File: config.mk
export PLATFORM = sky130hd
export DESIGN_NAME = key_filter_flat
export DESIGN_NICKNAME = d
export VERILOG_FILES = /design/src/rtl/key_filter_if.sv /design/src/rtl/key_filter.sv /design/src/flat_wrapper.sv
export SDC_FILE = /design/constraint.sdc
export NUM_CORES = 1
export LEC_CHECK = 0
export BUFFER_PORTS_ARGS = -buffer_cell sky130_fd_sc_hd__clkbuf_2
export CAP_MARGIN = 20
export CELL_PAD_IN_SITES_DETAIL_PLACEMENT = 1
export CELL_PAD_IN_SITES_GLOBAL_PLACEMENT = 2
export CORE_MARGIN = 10
export CORE_UTILIZATION = 39
export CTS_CLUSTER_DIAMETER = 40
export DETAILED_ROUTE_END_ITERATION = 7
export PLACE_DENSITY = 0.82
export SLEW_MARGIN = 20
export SYNTH_ARGS = -nofsm -noshare
export SYNTH_HDL_FRONTEND = slang
export SYNTH_SLANG_ARGS = --single-unit
File: constraint.sdc
create_clock -name clk -period 2.1 [get_ports clk]
set_clock_uncertainty 0.05 [all_clocks]
set_input_delay 0.42 -clock clk [delete_from_list [all_inputs] [get_ports clk]]
set_output_delay 0.42 -clock clk [all_outputs]
set_load 0.01 [all_outputs]
File: src/rtl/key_filter_if.sv
// Key-conditioner bundle: raw key levels in, debounced level and strobes out.
// fsm_state carries each key's 2-bit FSM state (key i at bits [2i+1:2i]).
interface key_filter_if #(
  parameter int N = 4
);
  logic [N-1:0]   key;
  logic [N-1:0]   key_state;
  logic [N-1:0]   key_pulse;
  logic [N-1:0]   key_release;
  logic [N-1:0]   key_repeat;
  logic [2*N-1:0] fsm_state;

  modport master (
    output key,
    input  key_state, key_pulse, key_release, key_repeat, fsm_state
  );

  modport slave (
    input  key,
    output key_state, key_pulse, key_release, key_repeat, fsm_state
  );
endinterface

File: src/rtl/key_filter.sv
// Per-key debounce with registered press/release strobes and long-press auto-repeat.
// Keys are fully independent; each has a 2-flop synchronizer and a 4-state FSM.
module key_filter #(
  parameter int N        = 4,
  parameter int DEB_CNT  = 20,
  parameter int LONG_CNT = 1000,
  parameter int REP_CNT  = 200
) (
  input  logic       clk,
  input  logic       rst_n,
  key_filter_if.slave kif
);
  localparam int CW   = $clog2(DEB_CNT + 1);
  localparam int RMAX = (LONG_CNT > REP_CNT) ? LONG_CNT : REP_CNT;
  localparam int RW   = $clog2(RMAX + 1);

  localparam logic [CW-1:0] CNT_LAST  = CW'(DEB_CNT - 1);
  localparam logic [RW-1:0] LONG_LOAD = RW'(LONG_CNT - 1);
  localparam logic [RW-1:0] REP_LOAD  = RW'(REP_CNT - 1);

  typedef enum logic [1:0] {
    UP      = 2'd0,
    DN_FILT = 2'd1,
    DOWN    = 2'd2,
    UP_FILT = 2'd3
  } state_t;

  logic [N-1:0]  sync1_q, sync2_q;
  logic [N-1:0]  s;
  state_t        state_q [N];
  state_t        state_d [N];
  logic [CW-1:0] cnt_q   [N];
  logic [CW-1:0] cnt_d   [N];
  logic [RW-1:0] rcnt_q  [N];
  logic [RW-1:0] rcnt_d  [N];
  logic [N-1:0]  key_state_q, key_state_d;
  logic [N-1:0]  pulse_q, pulse_d;
  logic [N-1:0]  release_q, release_d;
  logic [N-1:0]  repeat_q, repeat_d;

  assign s = sync2_q;

  // State register: reset clears synchronizers too, so a key held through
  // reset is seen as a fresh press.
  always_ff @(posedge clk or negedge rst_n) begin
    if (!rst_n) begin
      sync1_q     <= '0;
      sync2_q     <= '0;
      key_state_q <= '0;
      pulse_q     <= '0;
      release_q   <= '0;
      repeat_q    <= '0;
      for (int i = 0; i < N; i++) begin
        state_q[i] <= UP;
        cnt_q[i]   <= '0;
        rcnt_q[i]  <= '0;
      end
    end else begin
      sync1_q     <= kif.key;
      sync2_q     <= sync1_q;
      key_state_q <= key_state_d;
      pulse_q     <= pulse_d;
      release_q   <= release_d;
      repeat_q    <= repeat_d;
      for (int i = 0; i < N; i++) begin
        state_q[i] <= state_d[i];
        cnt_q[i]   <= cnt_d[i];
        rcnt_q[i]  <= rcnt_d[i];
      end
    end
  end

  // Next-state logic
  always_comb begin
    for (int i = 0; i < N; i++) begin
      state_d[i] = state_q[i];
      case (state_q[i])
        UP:      if (s[i]) state_d[i] = DN_FILT;
        DN_FILT: if (!s[i]) state_d[i] = UP;
                 else if (cnt_q[i] == CNT_LAST) state_d[i] = DOWN;
        DOWN:    if (!s[i]) state_d[i] = UP_FILT;
        UP_FILT: if (s[i]) state_d[i] = DOWN;
                 else if (cnt_q[i] == CNT_LAST) state_d[i] = UP;
        default: state_d[i] = UP;
      endcase
    end
  end

  // Output / counter logic. rcnt is untouched outside DN_FILT->DOWN and DOWN,
  // so a bounce back from UP_FILT resumes the repeat timing where it stopped.
  always_comb begin
    key_state_d = key_state_q;
    pulse_d     = '0;
    release_d   = '0;
    repeat_d    = '0;
    for (int i = 0; i < N; i++) begin
      cnt_d[i]  = cnt_q[i];
      rcnt_d[i] = rcnt_q[i];
      case (state_q[i])
        UP: if (s[i]) cnt_d[i] = '0;
        DN_FILT: begin
          if (s[i]) begin
            if (cnt_q[i] == CNT_LAST) begin
              pulse_d[i]     = 1'b1;
              key_state_d[i] = 1'b1;
              rcnt_d[i]      = LONG_LOAD;
            end else begin
              cnt_d[i] = cnt_q[i] + 1'b1;
            end
          end
        end
        DOWN: begin
          if (!s[i]) begin
            cnt_d[i] = '0;
          end else if (rcnt_q[i] == '0) begin
            repeat_d[i] = 1'b1;
            rcnt_d[i]   = REP_LOAD;
          end else begin
            rcnt_d[i] = rcnt_q[i] - 1'b1;
          end
        end
        UP_FILT: begin
          if (!s[i]) begin
            if (cnt_q[i] == CNT_LAST) begin
              release_d[i]   = 1'b1;
              key_state_d[i] = 1'b0;
            end else begin
              cnt_d[i] = cnt_q[i] + 1'b1;
            end
          end
        end
        default: ;
      endcase
    end
  end

  assign kif.key_state   = key_state_q;
  assign kif.key_pulse   = pulse_q;
  assign kif.key_release = release_q;
  assign kif.key_repeat  = repeat_q;

  for (genvar g = 0; g < N; g++) begin : g_dbg
    assign kif.fsm_state[2*g +: 2] = state_q[g];
  end
endmodule

File: src/flat_wrapper.sv
// flat-port wrapper written by rule: the top's interface ports become plain ports
module key_filter_flat 
#(
  parameter int N        = 4,
  parameter int DEB_CNT  = 20,
  parameter int LONG_CNT = 1000,
  parameter int REP_CNT  = 200
)
  (clk, rst_n, kif_key, kif_key_state, kif_key_pulse, kif_key_release, kif_key_repeat, kif_fsm_state);
  key_filter_if #(.N(N)) kif_i ();
  input  logic clk;
  input  logic rst_n;
  input wire logic [$bits(kif_i.key)-1:0] kif_key;
  output wire logic [$bits(kif_i.key_state)-1:0] kif_key_state;
  output wire logic [$bits(kif_i.key_pulse)-1:0] kif_key_pulse;
  output wire logic [$bits(kif_i.key_release)-1:0] kif_key_release;
  output wire logic [$bits(kif_i.key_repeat)-1:0] kif_key_repeat;
  output wire logic [$bits(kif_i.fsm_state)-1:0] kif_fsm_state;
  assign kif_i.key = kif_key;
  assign kif_key_state = kif_i.key_state;
  assign kif_key_pulse = kif_i.key_pulse;
  assign kif_key_release = kif_i.key_release;
  assign kif_key_repeat = kif_i.key_repeat;
  assign kif_fsm_state = kif_i.fsm_state;
  key_filter #(.N(N), .DEB_CNT(DEB_CNT), .LONG_CNT(LONG_CNT), .REP_CNT(REP_CNT)) u_core (.clk(clk), .rst_n(rst_n), .kif(kif_i));
endmodule
# Word level (Yosys, flattened, before mapping)
# Cells that the tools add are included.
[totals] reg_bits=92 latchBits=0 ram_bits=0 rom_bits=0 word_cells=237 n_memories=0
[classes] add_sub_neg=8 multipliers=0 div_mod_pow=0 order_cmp=0 eq_ne=52 n_shift=0 mux=124 bitwise_logic=0 reduce_logical=32
[op_table] op="$mux W10" count=16
[op_table] op="$mux W5" count=20
[op_table] op="$pmux W10 S2" count=4
[op_table] op="$pmux W5 S4" count=4
[op_table] op="$mux W1" count=48
[op_table] op="$mux W2" count=24
[op_table] op="$reduce_and A4 Y1" count=12
[op_table] op="$logic_not A10 Y1" count=4
[op_table] op="$ne A2 B1 Y1 const B" count=20
[op_table] op="$sub A10 B1 Y10 const B" count=4
[op_table] op="$pmux W2 S4" count=4
[op_table] op="$add A5 B1 Y5 const B" count=4
[op_table] op="$eq A5 B5 Y1 const B" count=4
[op_table] op="$reduce_and A5 Y1" count=4
[op_table] op="$eq A2 B2 Y1 const B" count=8
[op_table] op="$ne A2 B2 Y1 const B" count=8
[op_table] op="$reduce_bool A2 Y1" count=8
[op_table] op="$ne A3 B1 Y1 const B" count=4
[op_table] op="$ne A3 B3 Y1 const B" count=4
[op_table] op="$eq A2 B1 Y1 const B" count=4
[op_table] op="$logic_not A2 Y1" count=4
[op_table] op="$pmux W1 S2" count=4

# Logic depth before layout (Yosys ltp)
[logic_depth] ltp_word=4 mapped_depth=6 depth_no_buf=6

# Least setup slack after synthesis
# Ideal clock, no wire load.
[synth_path] kind="register to register" startpoint="register u_core.rcnt_q[20] in the netlist's numbering" endpoint="register u_core.rcnt_q[25] in the netlist's numbering" t_arrival_ns=1.695 required_ns=1.929 setup_slack_ns=0.234 stages_incl_launch_ff=7 n_path_buf=0 synth_period_minus_slack_ns=1.866 cell_sequence="dfrtp_1 > inv_1 > ha_1 > or4b_4 > nor4b_4 > a21oi_1 > o22a_1"
[synth_via] elab_chain_cells=4
[synth_lines] element="start, declared" line="key_filter.sv:34" rtl="logic [RW-1:0] rcnt_q [N];"
[synth_lines] element="start signal, assigned by index" line="key_filter.sv:68" rtl="rcnt_q[i] <= rcnt_d[i];"
[synth_lines] element="$sub A10 B1 Y10 / $logic_not A10 Y1 (equally long branches)" line="key_filter.sv:119, key_filter.sv:115"
[synth_lines] element="$mux W10 (*)" line="key_filter.sv:115" rtl="end else if (rcnt_q[i] == '0) begin"
[synth_lines] element="$mux W10 (*)" line="key_filter.sv:113" rtl="if (!s[i]) begin"
[synth_lines] element="$pmux W10 S2 (*)" line="key_filter.sv:99" rtl="case (state_q[i])"
# Every way passes the cells marked *; elsewhere a longest branch is shown, timed or not. The select of a mux whose other input is x is not followed.
# A chain may end at the register's enable or synchronous reset.

# Worst setup path after layout
[layout_path] startpoint="register u_core.rcnt_q[21] in the netlist's numbering" endpoint="register u_core.rcnt_q[25] in the netlist's numbering"
# The elaborated chain is that of the path after synthesis.

==> impl_results.md <==
- Detailed placement HPWL: 7756 um
- Power per standard cell area: 735.7 nW/um^2
- Ranking of synthesized cells by area: dfrtp_1 (50%), o21ai_0 (4.3%), nor2_1 (3.4%), a22o_1 (3.2%), nor3_1 (2.8%)
- Power Total: 3.936 mW
- Sw Pwr: 930.8 uW
- DRT iter0 DRCs: 188
- Synth Register Bits: 92
- Vias in the first global route: 3,931
- Sink Count: 92
- CTS tree: built
- CTS root buffer: clkbuf_16
- Fin. Hold Viols: 0
- Most common cell in the netlist: dfrtp_1
- Syn avg cell area: 9.972 um^2
- Cell Count Post-Placement: 634
- Post-route minimum period: 2.069 ns
- Chip Width: 128.5 um
- DR DRC count: 0
- Worst EP required: 2.28 ns
- Switching Fraction: 23.65%
- Sequential share of power: 49.7%
- Max-Cap Viols: 0
- Comb pwr share: 7.1%
- Finished Layout Cells: 653
- Slowest CP cell: or4b_4
- Final setup violation count: 0
- Area Growth Syn to Fin: 16.64%
- Congestion Overflow GR: 0
- Ratio of cells with drive above 1 in the final layout: 18.04%
- Synth async-reset ratio: 100.0%
- DP Worst Slack: 0.05018 ns
- Via-to-Cell Ratio: 5.776
- Die Ht: 128.5 um
- Peak VDD IR: 368.0 uV
- Area occupied by multi-input gates: 2186 um^2
- Tot GR Track Use: 13.96%
- Pint: 3.005 mW
- Synthesis Warnings: 0
- Worst Max-Slew Pin Slew: 0.6486 ns
- Worst setup margin: 0.03133 ns
- Synth unique cells: 56
- Run status: finished, final reports clean
- Clock buffer depth: 2
- GP Congestion: 0.7753
- Worst Setup End Kind: flop
- Unrepaired setup endpoints after global routing: true
- I/O Pins: 30
- Number of antenna violations at the first check in global routing: 0
- Max Slew Vio Count: 0
- Worst-path fanout max: 6
- Row cnt: 39
- First-pass GRT wire length: 19,200 um
- Clock latency on the worst-skew pair: 0.35 ns
- Filler instances: 1,301
- Antenna viol nets, final: 0
- Critical path type: flop to flop
- Synth Flop Type: dfrtp_1
- Fmax: 0.4834 GHz
- # nets final: 519
- Initial core utilization: 40.00%
- Routed WL: 11,010 um
- Worst path arrival time: 2.25 ns
- Slew HR: 56.43%
- CP Cell Sequence: inv_2, ha_4, or4b_4, nor4b_4, buf_4, a21oi_2, o22a_1
- Clock-pin slew on the worst setup and hold paths: 0.07 ns
- Pleak: 2.484 nW
- Largest area contributor in the netlist: dfrtp_1
- Diodes inserted: 0
- Post-synth top cells: dfrtp_1 (92), nor2_1 (42), o21ai_0 (39), nand2_1 (33), nor3_1 (26)
- Die area: 16,500 um^2
- Vias: 3,772
- Reg area: 2302 um^2
- Core area: 11,470 um^2
- Cell Area, Synth: 4587 um^2
- CTS buffer count: 9
- Largest net degree at the start of global routing: 74
- H-tree depth: 3
- Routed WL per cell: 16.86 um
- Hold WC Path Type: primary input to flop
- Syn_nets: 474
- Sequential fraction of the synthesis area: 50.19%
- Fin crit share: 98.51%
- Cell count after synthesis: 460
- IO buf count: 29
- CP peak stage delay: 0.50 ns
- Detailed Routing Iterations Pass 1: 4
- Post-synth EDFFs: 0
- Yosys top cell area share: 50.19%
- CP startpoint kind: flop
- Clock Power Share: 43.3%
## final timing paths
check                                  start                 endpoint  slack (ns)  cells after the start
max                        u_core.rcnt_q[21]        u_core.rcnt_q[25]        0.03                      7
max reg2reg                u_core.rcnt_q[21]        u_core.rcnt_q[25]        0.03                      7
min                               kif_key[3]        u_core.sync1_q[3]        0.12                      1
min in group asynchronous              rst_n  u_core.kif.key_pulse[3]        0.45                      2
min reg2reg                u_core.sync1_q[2]              u_core.s[2]        0.30                      0
max in group asynchronous              rst_n          u_core.cnt_q[6]        0.87                      3
## state kept, by name, indices dropped and copies added, names as in the netlist, named ones only
register / flops
u_core.kif.key_pulse: 4
u_core.kif.key_release: 4
u_core.s: 4
u_core.rcnt_q: 40
u_core.kif.key_state: 4
u_core.kif.key_repeat: 4
u_core.cnt_q: 20
u_core.sync1_q: 4
u_core.kif.fsm_state: 4
## worst max-delay path: cells and delay by family, from the launching register on
kind                     cells  cell delay [ns]
flip-flops                   1             0.42
AO/OA/AOI/OAI                2             0.25
adder cells (fa/ha/maj)      1             0.14
AND/OR/NAND/NOR              2             0.82
buffers and inverters        2             0.27
## power by group through the flow
stage / clock [mW] / combinational [mW] / sequential, mW
floorplan: 0 / 0.190 / 1.95
global placement: 0 / 0.264 / 1.98
detailed placement: 0 / 0.282 / 1.98
CTS: 1.76 / 0.284 / 1.95
global route: 1.83 / 0.320 / 1.97
finish: 1.70 / 0.278 / 1.95
## layout by cell type (no fill, tap or decap), types with 3 or more instances in the layout
cell	netlist	routed
a21o_1	8	8
a21oi_1	20	19
a22o_1	17	17
a31oi_1	19	19
and2_1	4	4
and3b_1	3	3
buf_4	0	20
clkbuf_16	0	9
clkbuf_2	0	28
clkbuf_8	0	3
dfrtp_1	92	92
ha_1	8	7
inv_1	13	11
mux2_2	5	5
nand2_1	33	33
nand2b_1	7	7
nand3_1	12	12
nand3b_1	6	6
nand4_1	4	4
nor2_1	42	42
nor2b_1	6	6
nor3_1	26	26
nor3b_1	5	5
nor4_1	6	6
nor4b_1	5	5
nor4bb_1	3	3
o21a_1	3	3
o21ai_0	39	39
o22a_1	4	4
o2bb2ai_1	6	6
o31ai_1	5	5
or3_1	3	3
or3b_2	3	3
or4_1	5	5
xnor2_2	3	3
## metal layers
layer	track usage (%)	share of wire, %	up-vias	wire length, um
met1	18.25	48	1918	5265
met3	2.587	2.5	13	280
met4	6.159	1.8	0	201
li1	-	-	1805	-
met5	0	0	-	0
met2	22.08	48	36	5264
## layout make-up
| cell class | instances | share of cell area, % |
|---|---|---|
| sequential | 92 | 43.03 |
| multi-input combinational | 339 | 40.86 |
| timing repair buffer | 50 | 5.987 |
| clock buffer | 13 | 5.051 |
| tap | 143 | 3.344 |
| inverter | 13 | 0.9121 |
| clock inverter | 3 | 0.8185 |
## stage by stage
stage | setup TNS, ns | hold slack, ns | utilization [%] | cell area (um^2)
final | 0 | 0.1250 | 46.66 | 5350
after global routing | -0.03935 | 0.1165 | 46.66 | 5350
after CTS | 0 | 0.1118 | 46.38 | 5319
after detailed placement | 0 | 0.2824 | 43.56 | 4995
after global placement | 0 | 0.2742 | 43.56 | 4995
after floorplan | 0 | 0.07441 | - | 4587
## what timing repair did
action,4_1_cts,5_1_grt
endpoints found under the hold margin,19,0
hold buffers,1,0
endpoints found under the setup margin,0,6
resized for setup,0,5
buffers inserted,0,2
## kinds of logic after synthesis
kind of cell | synth area share [%]
AND/OR/NAND/NOR | 23.32
AO/OA/AOI/OAI | 19.31
flip-flops | 50.19
buffers and inverters | 2.510
adder cells (fa/ha/maj) | 2.182
multiplexers | 1.227
XOR/XNOR | 1.255
(Power assumes the default switching activity.)
